### src/rtl/uart_pkg.sv
// uart_pkg: shared UART types and frame constants
package uart_pkg;
  typedef enum logic [1:0] {IDLE, START, DATA, STOP} rx_state_t;
  localparam int UART_OVERSAMPLE = 16;
  localparam int UART_DATA_BITS = 8;
endpackage

### src/rtl/uart_sync.sv
// uart_sync: N-stage single-bit synchronizer with selectable reset value
module uart_sync #(
  parameter int STAGES = 2,
  parameter logic RESET_VAL = 1'b0
) (
  input  logic clk,
  input  logic rst_n,
  input  logic d,
  output logic q
);
  logic [STAGES-1:0] ff;
  always_ff @(posedge clk or negedge rst_n)
    if (!rst_n) ff <= {STAGES{RESET_VAL}};
    else ff <= {ff[STAGES-2:0], d};
  assign q = ff[STAGES-1];
endmodule

### src/rtl/uart_receiver.sv
// uart_receiver: 8N1 LSB-first UART receive stage, oversampled on sck_rising_edge
module uart_receiver
  import uart_pkg::*;
#(
  parameter int OVERSAMPLE   = UART_OVERSAMPLE,
  parameter int SAMPLE_POINT = 7,
  parameter int DATA_BITS    = UART_DATA_BITS,
  parameter int SYNC_STAGES  = 2
) (
  input  logic                 clk,
  input  logic                 rst_n,
  input  logic                 en,
  input  logic                 sck_rising_edge,
  input  logic                 sin,
  output logic [DATA_BITS-1:0] rx_data,
  output logic                 rx_data_valid,
  output logic                 rx_error,
  output logic                 receiver_busy
);
  localparam int TW = $clog2(OVERSAMPLE);
  localparam int BW = DATA_BITS > 1 ? $clog2(DATA_BITS) : 1;
  rx_state_t            state;
  logic [TW-1:0]        tick_cnt;
  logic [BW-1:0]        bit_idx;
  logic [DATA_BITS-1:0] shreg;
  logic [SYNC_STAGES-1:0] warm;
  logic sin_s, armed, sample, wrap;
  uart_sync #(.STAGES(SYNC_STAGES), .RESET_VAL(1'b1)) u_sync (
    .clk(clk), .rst_n(rst_n), .d(sin), .q(sin_s)
  );
  assign sample = sck_rising_edge && tick_cnt == TW'(SAMPLE_POINT);
  assign wrap   = sck_rising_edge && tick_cnt == TW'(OVERSAMPLE - 1);
  // warm masks the synchronizer's preset ones so a line held low across reset never arms
  always_ff @(posedge clk or negedge rst_n)
    if (!rst_n) begin
      state         <= IDLE;
      tick_cnt      <= '0;
      bit_idx       <= '0;
      shreg         <= '0;
      warm          <= '0;
      armed         <= 1'b0;
      rx_data       <= '0;
      rx_data_valid <= 1'b0;
      rx_error      <= 1'b0;
      receiver_busy <= 1'b0;
    end else begin
      warm          <= {warm[SYNC_STAGES-2:0], 1'b1};
      rx_data_valid <= 1'b0;
      if (sck_rising_edge) tick_cnt <= wrap ? '0 : tick_cnt + 1'b1;
      if (!en) begin
        state         <= IDLE;
        receiver_busy <= 1'b0;
        armed         <= 1'b0;
      end else begin
        if (sin_s && warm[SYNC_STAGES-1]) armed <= 1'b1;
        case (state)
          IDLE: if (armed && !sin_s) begin
            state         <= START;
            tick_cnt      <= '0;
            receiver_busy <= 1'b1;
          end
          START: if (sample && sin_s) begin
            state         <= IDLE;
            receiver_busy <= 1'b0;
          end else if (wrap) begin
            state   <= DATA;
            bit_idx <= '0;
          end
          DATA: begin
            if (sample) shreg[bit_idx] <= sin_s;
            if (wrap) begin
              bit_idx <= bit_idx + 1'b1;
              if (bit_idx == BW'(DATA_BITS - 1)) state <= STOP;
            end
          end
          STOP: if (sample) begin
            state         <= IDLE;
            rx_data       <= shreg;
            rx_error      <= !sin_s;
            rx_data_valid <= 1'b1;
            receiver_busy <= 1'b0;
            if (!sin_s) armed <= 1'b0;
          end
          default: state <= IDLE;
        endcase
      end
    end
endmodule

### config.mk
export PLATFORM = sky130hd
export DESIGN_NAME = uart_receiver
export DESIGN_NICKNAME = d
export VERILOG_FILES = /design/src/rtl/uart_pkg.sv /design/src/rtl/uart_sync.sv /design/src/rtl/uart_receiver.sv
export SDC_FILE = /design/constraint.sdc
export NUM_CORES = 1
export LEC_CHECK = 0
export CELL_PAD_IN_SITES_DETAIL_PLACEMENT = 0
export CELL_PAD_IN_SITES_GLOBAL_PLACEMENT = 1
export CORE_MARGIN = 2
export CORE_UTILIZATION = 35
export CTS_BUF_LIST = sky130_fd_sc_hd__clkbuf_4 sky130_fd_sc_hd__clkbuf_8 sky130_fd_sc_hd__clkbuf_16
export DETAILED_ROUTE_END_ITERATION = 16
export PLACE_DENSITY_LB_ADDON = 0.1
export SYNTH_ARGS = -nofsm -noshare
export SYNTH_HDL_FRONTEND = slang
export SYNTH_SLANG_ARGS = --single-unit
### constraint.sdc
create_clock -name clk -period 1.7 [get_ports clk]
set_clock_uncertainty 0.2 [all_clocks]
set_input_delay 0.34 -clock clk [delete_from_list [all_inputs] [get_ports clk]]
set_output_delay 0.34 -clock clk [all_outputs]
set_load 0.01 [all_outputs]
-- Word-level counts from Yosys, hierarchy flattened
Cells that the tools add are included.
- register bits: 33
- input port bits: 5
- output and inout port bits: 11
- logic and storage cells: 78
- $add $sub $neg: 2
- order comparisons: 2
- equality and inequality tests: 16
- muxes and demuxes: 33
- reduce and logical (&&, ||, !) cells: 14
- operators by type and width (operator ; count):
    2-to-1 mux 4 bit ; 5
    inequality test 3 bit (second input constant) ; 5
    2-to-1 mux 2 bit ; 7
    2-to-1 mux 1 bit ; 13
    AND reduction 5 bit ; 2
    2-to-1 mux 3 bit ; 3
    bitwise mux 8 bit ; 1
    case mux 2 bit (4 select lines) ; 1
    logical AND 1 bit ; 6
    inequality test 2 bit (second input constant) ; 3
    case mux 3 bit (2 select lines) ; 1
    AND reduction 3 bit ; 2
    adder 4 x 1 -> 4 bit (second input constant) ; 1
    == test 2 bit (second input constant) ; 2
    == test 4 x 3 -> 1 bit (second input constant) ; 1
    == test 4 bit (second input constant) ; 1
    less-than comparator 3 x 4 -> 1 bit (second input constant) ; 1
    inequality test 4 x 1 -> 1 bit (second input constant) ; 1
    inequality test 4 bit (second input constant) ; 1
    AND reduction 4 bit ; 1
    adder 3 x 1 -> 3 bit (second input constant) ; 1
    demux 1 bit (select 3 bit) ; 1
    == test 3 bit (second input constant) ; 1
    greater-or-equal comparator 3 x 1 -> 1 bit (second input constant) ; 1
    other kinds (5) ; 5

-- Logic depth before layout (Yosys ltp)
Gate-level depths: netlist (run 1).
- depth after elaboration: 7
- depth in mapped cells: 5
- depth with buffers taken out: 5

-- Cells and area by module
A second synthesis (run 1) with hierarchy kept.
- cells, all modules: 130
- area, all modules: 1535.2 µm²
- modules (own cells, without submodules) (module ; instances ; cells each ; area each (µm²) ; sequential area each (µm²)):
    uart_receiver ; 1 ; 128 ; 1482.7 ; 775.7
    uart_sync ; 1 ; 2 ; 52.6 ; 52.6

-- Least setup slack after synthesis (run 1)
No wires, ideal clock.
- kind: reg-to-reg
- start point: register tick_cnt[0]
- end point: register rx_data[0]
- setup time: 0.125 ns
- arrival time: 1.502 ns
- data required time: 1.375 ns
- setup slack: -0.127 ns
- cell stages (with the launch flop): 6
- buffers on the path: 1
- clock period less this slack: 1.827 ns
- cells stage by stage: dfrtp_1 ha_1 and4b_1 buf_6 nand4_4 mux2_2
- cells in the longest elaborated chain, start to end: 3
- ends and longest elaborated chain (element ; line ; text):
    start: declaration ; uart_receiver.sv:23 ; logic [TW-1:0] tick_cnt;
    start signal: assignment ; uart_receiver.sv:49 ; if (sck_rising_edge) tick_cnt <= wrap ? '0 : tick_cnt + 1'b1;
    == test 4 x 3 -> 1 bit ; uart_receiver.sv:31 ; assign sample = sck_rising_edge && tick_cnt == TW'(SAMPLE_POINT);
    logical AND 1 bit ; uart_receiver.sv:31 ;
    AND reduction 3 bit (no source line) ; - ;
    end signal: assignment ; uart_receiver.sv:78 ; rx_data <= shreg;
    end: declaration ; uart_receiver.sv:15 ; output logic [DATA_BITS-1:0] rx_data,
No other way between the ends.
A chain may end at the register's enable or synchronous reset.

-- Final worst setup path (run 1)
- start point: input port sck_rising_edge
- end point: register shreg[2]
- cells in the longest elaborated chain, start to end: 2
- ends and longest elaborated chain (element ; line ; text):
    start: declaration ; uart_receiver.sv:13 ; input logic sck_rising_edge,
    logical AND 1 bit ; uart_receiver.sv:31 ;
    AND reduction 3 bit (no source line) ; - ;
    end signal: indexed assignment ; uart_receiver.sv:70 ; if (sample) shreg[bit_idx] <= sin_s;
    end: declaration ; uart_receiver.sv:25 ; logic [DATA_BITS-1:0] shreg;
No other way between the ends.

==> results of run 1 <==
cell type report:
class	instances	area share
multi-input combinational	84	0.358
tap	52	0.0304
clock buffer	6	0.0356
clock inverter	2	0.00467
sequential	33	0.387
inverter	3	0.00525
timing repair buffer	44	0.179
per-layer routing:
metal  up-vias  track usage  routed length (um)
li1        561            -                   -
met1       550        0.199                1610
met2        31        0.219                1690
met3         5       0.0484                 173
met4         0       0.0440                  44
met5         -            0                   0
critical path, delay by kind of cell:
family,cells,cell delay [ps]
AND/OR/NAND/NOR,2,480
buffers and inverters,2,660
multiplexers,1,320
cell usage in the layout (no fill, tap or decap), types with 4 or more instances in the layout:
cell type and n:
dlygate4sd2_1 11, mux2_4 8, clkbuf_8 5, buf_4 24, mux2_2 8, nand4_1 8
nand3_1 7, o21ai_0 5, dfrtp_1 30, buf_6 4, nand2_1 4
state kept, by name (all words and copies together), names as in the netlist, 2 cells and up:
register	cells
state	2
warm	2
shreg	8
tick_cnt	4
rx_data	8
u_sync.ff	2
bit_idx	3
power breakdown:
group	internal [W]	switching [W]	leakage (nW)	total, W
clock	0.000299	0.000287	0.0484	0.000586
sequential	0.000849	0.0000685	0.425	0.000917
combinational	0.000261	0.000213	0.599	0.000473
total	0.00141	0.000568	1.07	0.00198
synth_stat cells, types with 4 or more instances:
library cell	number
nand2_1	4
o21ai_0	5
nand4_1	8
mux2_2	15
dfrtp_1	31
nand3_1	7
clkbuf_1	4
worst paths after layout:
| path | start | endpoint | slack (ps) |
|---|---|---|---|
| max | sck_rising_edge | shreg[2] | -140 |
| min | warm[0] | warm[1] | 160 |
| max reg2reg | tick_cnt[1] | shreg[2] | -120 |
| min reg2reg | warm[0] | warm[1] | 160 |
| max in group asynchronous | rst_n | u_sync.ff[1] | 830 |
| min in group asynchronous | rst_n | tick_cnt[1] | 210 |
what timing repair did:
item                                    CTS  global route
resized for setup                        24             9
endpoints found under the setup margin   28            20
cloned                                    0             1
buffers inserted                          0             4
pin swaps                                 7             1
cell families after synthesis:
family,count (synthesis),synth area share
xor+xnor,2,0.0111
other cells,1,0.00238
flops,33,0.526
fa+ha+maj,3,0.0238
simple gates,42,0.179
buf+inv,14,0.0540
mux,19,0.136
compound gates,16,0.0683
metrics by stage:
step                      instances  area (sq um)
after global routing            224          2140
after CTS                       219          2060
after global placement          211          1930
final                           224          2140
after floorplan                 130          1590
after detailed placement        211          1930
==> flow_summary.ini, run 1 <==
[worst_setup_path]
critPathLaunchType = primary input
end_kind = flop
path_class = in -> reg
r2r_cells = 5
cp_slowest_cell = clkdlybuf4s50_1
critPathRequiredTime_ps = 1670
worstPathArrival_ps = 1810
slowest_delay_ps = 520
critPathMaxFanout = 5
crit_chain = clkdlybuf4s50_1 -> and4b_2 -> buf_6 -> nand4b_1 -> mux2_4

[yosys]
synthArstFlopShare = 1.00
synth_cells = 130
synth_ff_type = dfrtp_1
mappedNetlistArea_sq_mm = 0.00158
yosys.area.top_type = dfrtp_1
ys_seq_elements = 33
post_synth.cell_area_avg_sq_um = 12.1
synth_enable_flop_cells = 0
synth.distinct_cells = 39
synth_top_area_frac = 0.492
syn-num-nets = 138
ys_warn_count = 0
synth_area_leaders = dfrtp_1 49%, mux2_2 11%, dfstp_2 3.3%
yosysSeqAreaShare = 0.526

[timing]
fmax_mhz = 544
timing.final.ws_setup_ps = -137
finalSetupViolCount = 16
finalCritPeriodShare = 1.08
hold_violations = 0
drv_slew = 0
min_period_ps = 1840
final.setup.tns_ps = -1080
rsz0062_at_grt = yes
whs_ps = 156

[route]
via_per_inst = 5.12
first_iter_violations = 59
drt_wl_total_um = 3510
num_vias = 1147
drtAntennaViolNets = 0
dr.pass1.iters = 4
remaining_drc_errors = 0
wl_per_cell_um = 15.7

[cells_and_area]
fillers = 393
fin_util = 0.492
nNetsFinal = 179
diodes = 0
syn2layout_area_growth_pct = 36.1
seq_area_sq_um = 830
drive_above_1_share = 0.395
multiInputGateArea_sq_um = 767

[global_routing]
grt_pass1_vias = 1127
grt.overflow.total = 0
grt_use_total = 0.145
antenna_found_initial = 0
grt_pass1_wl_um = 5620
grt_max_degree = 34

[cts]
clock_path_buffers = 2
htreeDepth = 2
holdBufCountCts = 0
root_buffer = clkbuf_8
clkSinkCount = 33
clk_pin_slew_ps = 70
cts_tree = built
clk_latency_ps = 290
cts_buffers = 5

[floorplanning]
coreArea_sq_mm = 0.00435
top_level_ports = 16
die_w_um = 71.1
rows = 24
die_area_sq_mm = 0.00505
die_h_um = 71.1
initial_core_util = 0.362

[job]
cap_viol_max_count = 0

[power]
p_total_w = 0.00198
ir_drop_uv = 414
p_per_area_mw_per_mm2 = 922
p_leak_nw = 1.07

[place]
hpwlAfterDp_um = 2350
gp_congestion = 0.777
portBuffers = 15
dp_slack_ps = -395

[worst_hold_path]
min_delay_path_depth = 0
worstHoldPathType = reg -> reg

[outcome]
status = finished with violations
violations = setup timing
(Power assumes the default switching activity.)
==> run 2: changes to the inputs <==
==> constraint.sdc (replaced) <==
create_clock -name clk -period 1.8 [get_ports clk]
set_clock_uncertainty 0.2 [all_clocks]
set_input_delay 0.36 -clock clk [delete_from_list [all_inputs] [get_ports clk]]
set_output_delay 0.36 -clock clk [all_outputs]
set_load 0.01 [all_outputs]
==> run 2 against run 1 <==
Effect of this change: the flow now finishes without violations; highest routed layer unchanged; total power rose by 0.31%; non-clock buffer count is 7 lower; via count shrank 1.1%; sequential power shrank 6.8%; critical endpoint is now shreg[0]; first-iteration DRC count shrank 49%; setup slack better by 150 ps; sequential share of layout area grew 1.6 points.
==> flow_summary.ini, run 2 (synthesis results as in run 1) <==
[outcome]
status = finished, final reports clean

[cts]
cts_tree = built
holdBufCountCts = 0
clkSinkCount = 33
htreeDepth = 2
clk_pin_slew_ps = 70
clk_latency_ps = 290
root_buffer = clkbuf_8
clock_path_buffers = 2
cts_buffers = 5

[timing]
final.setup.tns_ps = 0
whs_ps = 151
rsz0062_at_grt = yes
finalSetupViolCount = 0
min_period_ps = 1780
fmax_mhz = 561
finalCritPeriodShare = 0.990
drv_slew = 0
hold_violations = 0

[worst_setup_path]
r2r_setup_slack_ps = 20
timing.rr.end = shreg[0]
critPathLaunchType = primary input
worstPathArrival_ps = 1760
crit_path_start = sck_rising_edge
end_kind = flop
path_class = in -> reg
cp_num_buf_inv = 1
slowest_delay_ps = 500
crit_chain = clkdlybuf4s50_1 -> nand4b_1 -> nor4b_2 -> mux2_2
cp_top_family = simple AND/OR/NAND/NOR gates
critPathRequiredTime_ps = 1770
critPathMaxFanout = 4
r2r_cells = 4
cp_slowest_cell = clkdlybuf4s50_1
r2r_start = tick_cnt[0]

[route]
remaining_drc_errors = 0
via_per_inst = 5.25
drtAntennaViolNets = 0
first_iter_violations = 30
wl_per_cell_um = 14.9
drt_wl_total_um = 3220
dr.pass1.iters = 4
num_vias = 1134

[worst_hold_path]
min_to = warm[1]
min_delay_path_depth = 0
worstHoldPathType = reg -> reg
hold_start = warm[0]

[cells_and_area]
nNetsFinal = 171
layout_commonest_cell = dfrtp_1
diodes = 0
syn2layout_area_growth_pct = 30.5
reg_top3 = rx_data: 8 flops, shreg: 8 flops, tick_cnt: 4 flops
final_cell_mix = 30 x dfrtp_1, 20 x buf_4, 14 x clkdlybuf4s50_1
drive_above_1_share = 0.360

[floorplanning]
rows = 24
die_h_um = 71.1
top_level_ports = 16
die_w_um = 71.1
coreArea_sq_mm = 0.00435
die_area_sq_mm = 0.00505
initial_core_util = 0.362

[global_routing]
grt_use_total = 0.140
grt_pass1_vias = 1166
grt_max_degree = 34
grt.overflow.total = 0
antenna_found_initial = 0
grt_pass1_wl_um = 5490

[place]
gp_congestion = 0.756
hpwlAfterDp_um = 2190
portBuffers = 15

[job]
cap_viol_max_count = 0

[power]
clockPowerShare = 0.373
p_per_area_mw_per_mm2 = 964
p_sw_frac = 0.260
ir_drop_uv = 691
p_leak_nw = 0.949
internal_power_w = 0.00147
p_seq_frac = 0.431
switchingPower_w = 0.000516
p_comb_frac = 0.196
## run 2: changes by cell type in the layout (fill, tap and decap cells not counted), moves of 2 or more
| cell | before | now |
|---|---|---|
| buf_4 | 24 | 20 |
| buf_6 | 4 | 1 |
| clkdlybuf4s50_1 | 3 | 14 |
| clkinv_2 | 2 | 0 |
| dlygate4sd2_1 | 11 | 0 |
| mux2_2 | 8 | 12 |
| mux2_4 | 8 | 4 |
| nor4_2 | 0 | 2 |
| nor4_4 | 2 | 0 |
## run 2: layout make-up
type	instances	area, sq um
Multi-Input combinational cell	83	696
Sequential cell	33	830
Tap cell	52	65.1
Inverter	3	11.3
Clock buffer	7	90.1
Timing Repair Buffer	37	334
Clock inverter	1	30.0
Fill cell	401	2300
## run 2: metrics by stage
| step | util | std cells | total power [W] | instance area, sq um | worst slack [ps] |
|---|---|---|---|---|---|
| final | 0.472 | 216 | 0.00198 | 2060 | 17.7 |
| after global routing | 0.472 | 216 | 0.00209 | 2060 | -47.8 |
| after CTS | 0.460 | 214 | 0.00198 | 2000 | 19.8 |
| after detailed placement | 0.432 | 206 | 0.00124 | 1880 | -286 |
| after global placement | 0.432 | 206 | 0.00122 | 1880 | -262 |
| after floorplan | - | 130 | 0.00108 | 1580 | 19.5 |
## run 2: worst max path at each step
stage	slack [ps]	endpoint	cells after the start
after floorplan	20	rx_data[5]	5
after global placement	-260	shreg[0]	4
after detailed placement	-290	shreg[0]	4
after CTS	20	shreg[0]	4
after global routing	-50	shreg[0]	4
final	20	shreg[0]	4
## run 2: worst reg2reg max path: stages, from the launching register on
cell,delay (ps)
dfrtp_1,370
ha_2,190
nand4b_1,240
nor4b_2,290
mux2_2,360
## run 2: timing repair
action	in CTS	in global routing
resized for setup	0	10
setup endpoints to repair	0	18
buffers inserted	0	2
## run 2: power groups by stage
stage / combinational, W / clock (W) / sequential, W
final: 0.000388 / 0.000740 / 0.000855
after global routing: 0.000430 / 0.000797 / 0.000862
after CTS: 0.000372 / 0.000762 / 0.000849
after detailed placement: 0.000372 / 0 / 0.000864
after global placement: 0.000361 / 0 / 0.000860
after floorplan: 0.000237 / 0 / 0.000847
## run 2: layer usage
metal | vias to the layer above | share of wire | GRT usage | wire length [um]
met5 | - | 0 | 0 | 0
met4 | 0 | 0.018 | 0.0692 | 57
met3 | 6 | 0.043 | 0.0356 | 137
met2 | 25 | 0.49 | 0.227 | 1580
met1 | 562 | 0.45 | 0.173 | 1450
li1 | 541 | - | - | -
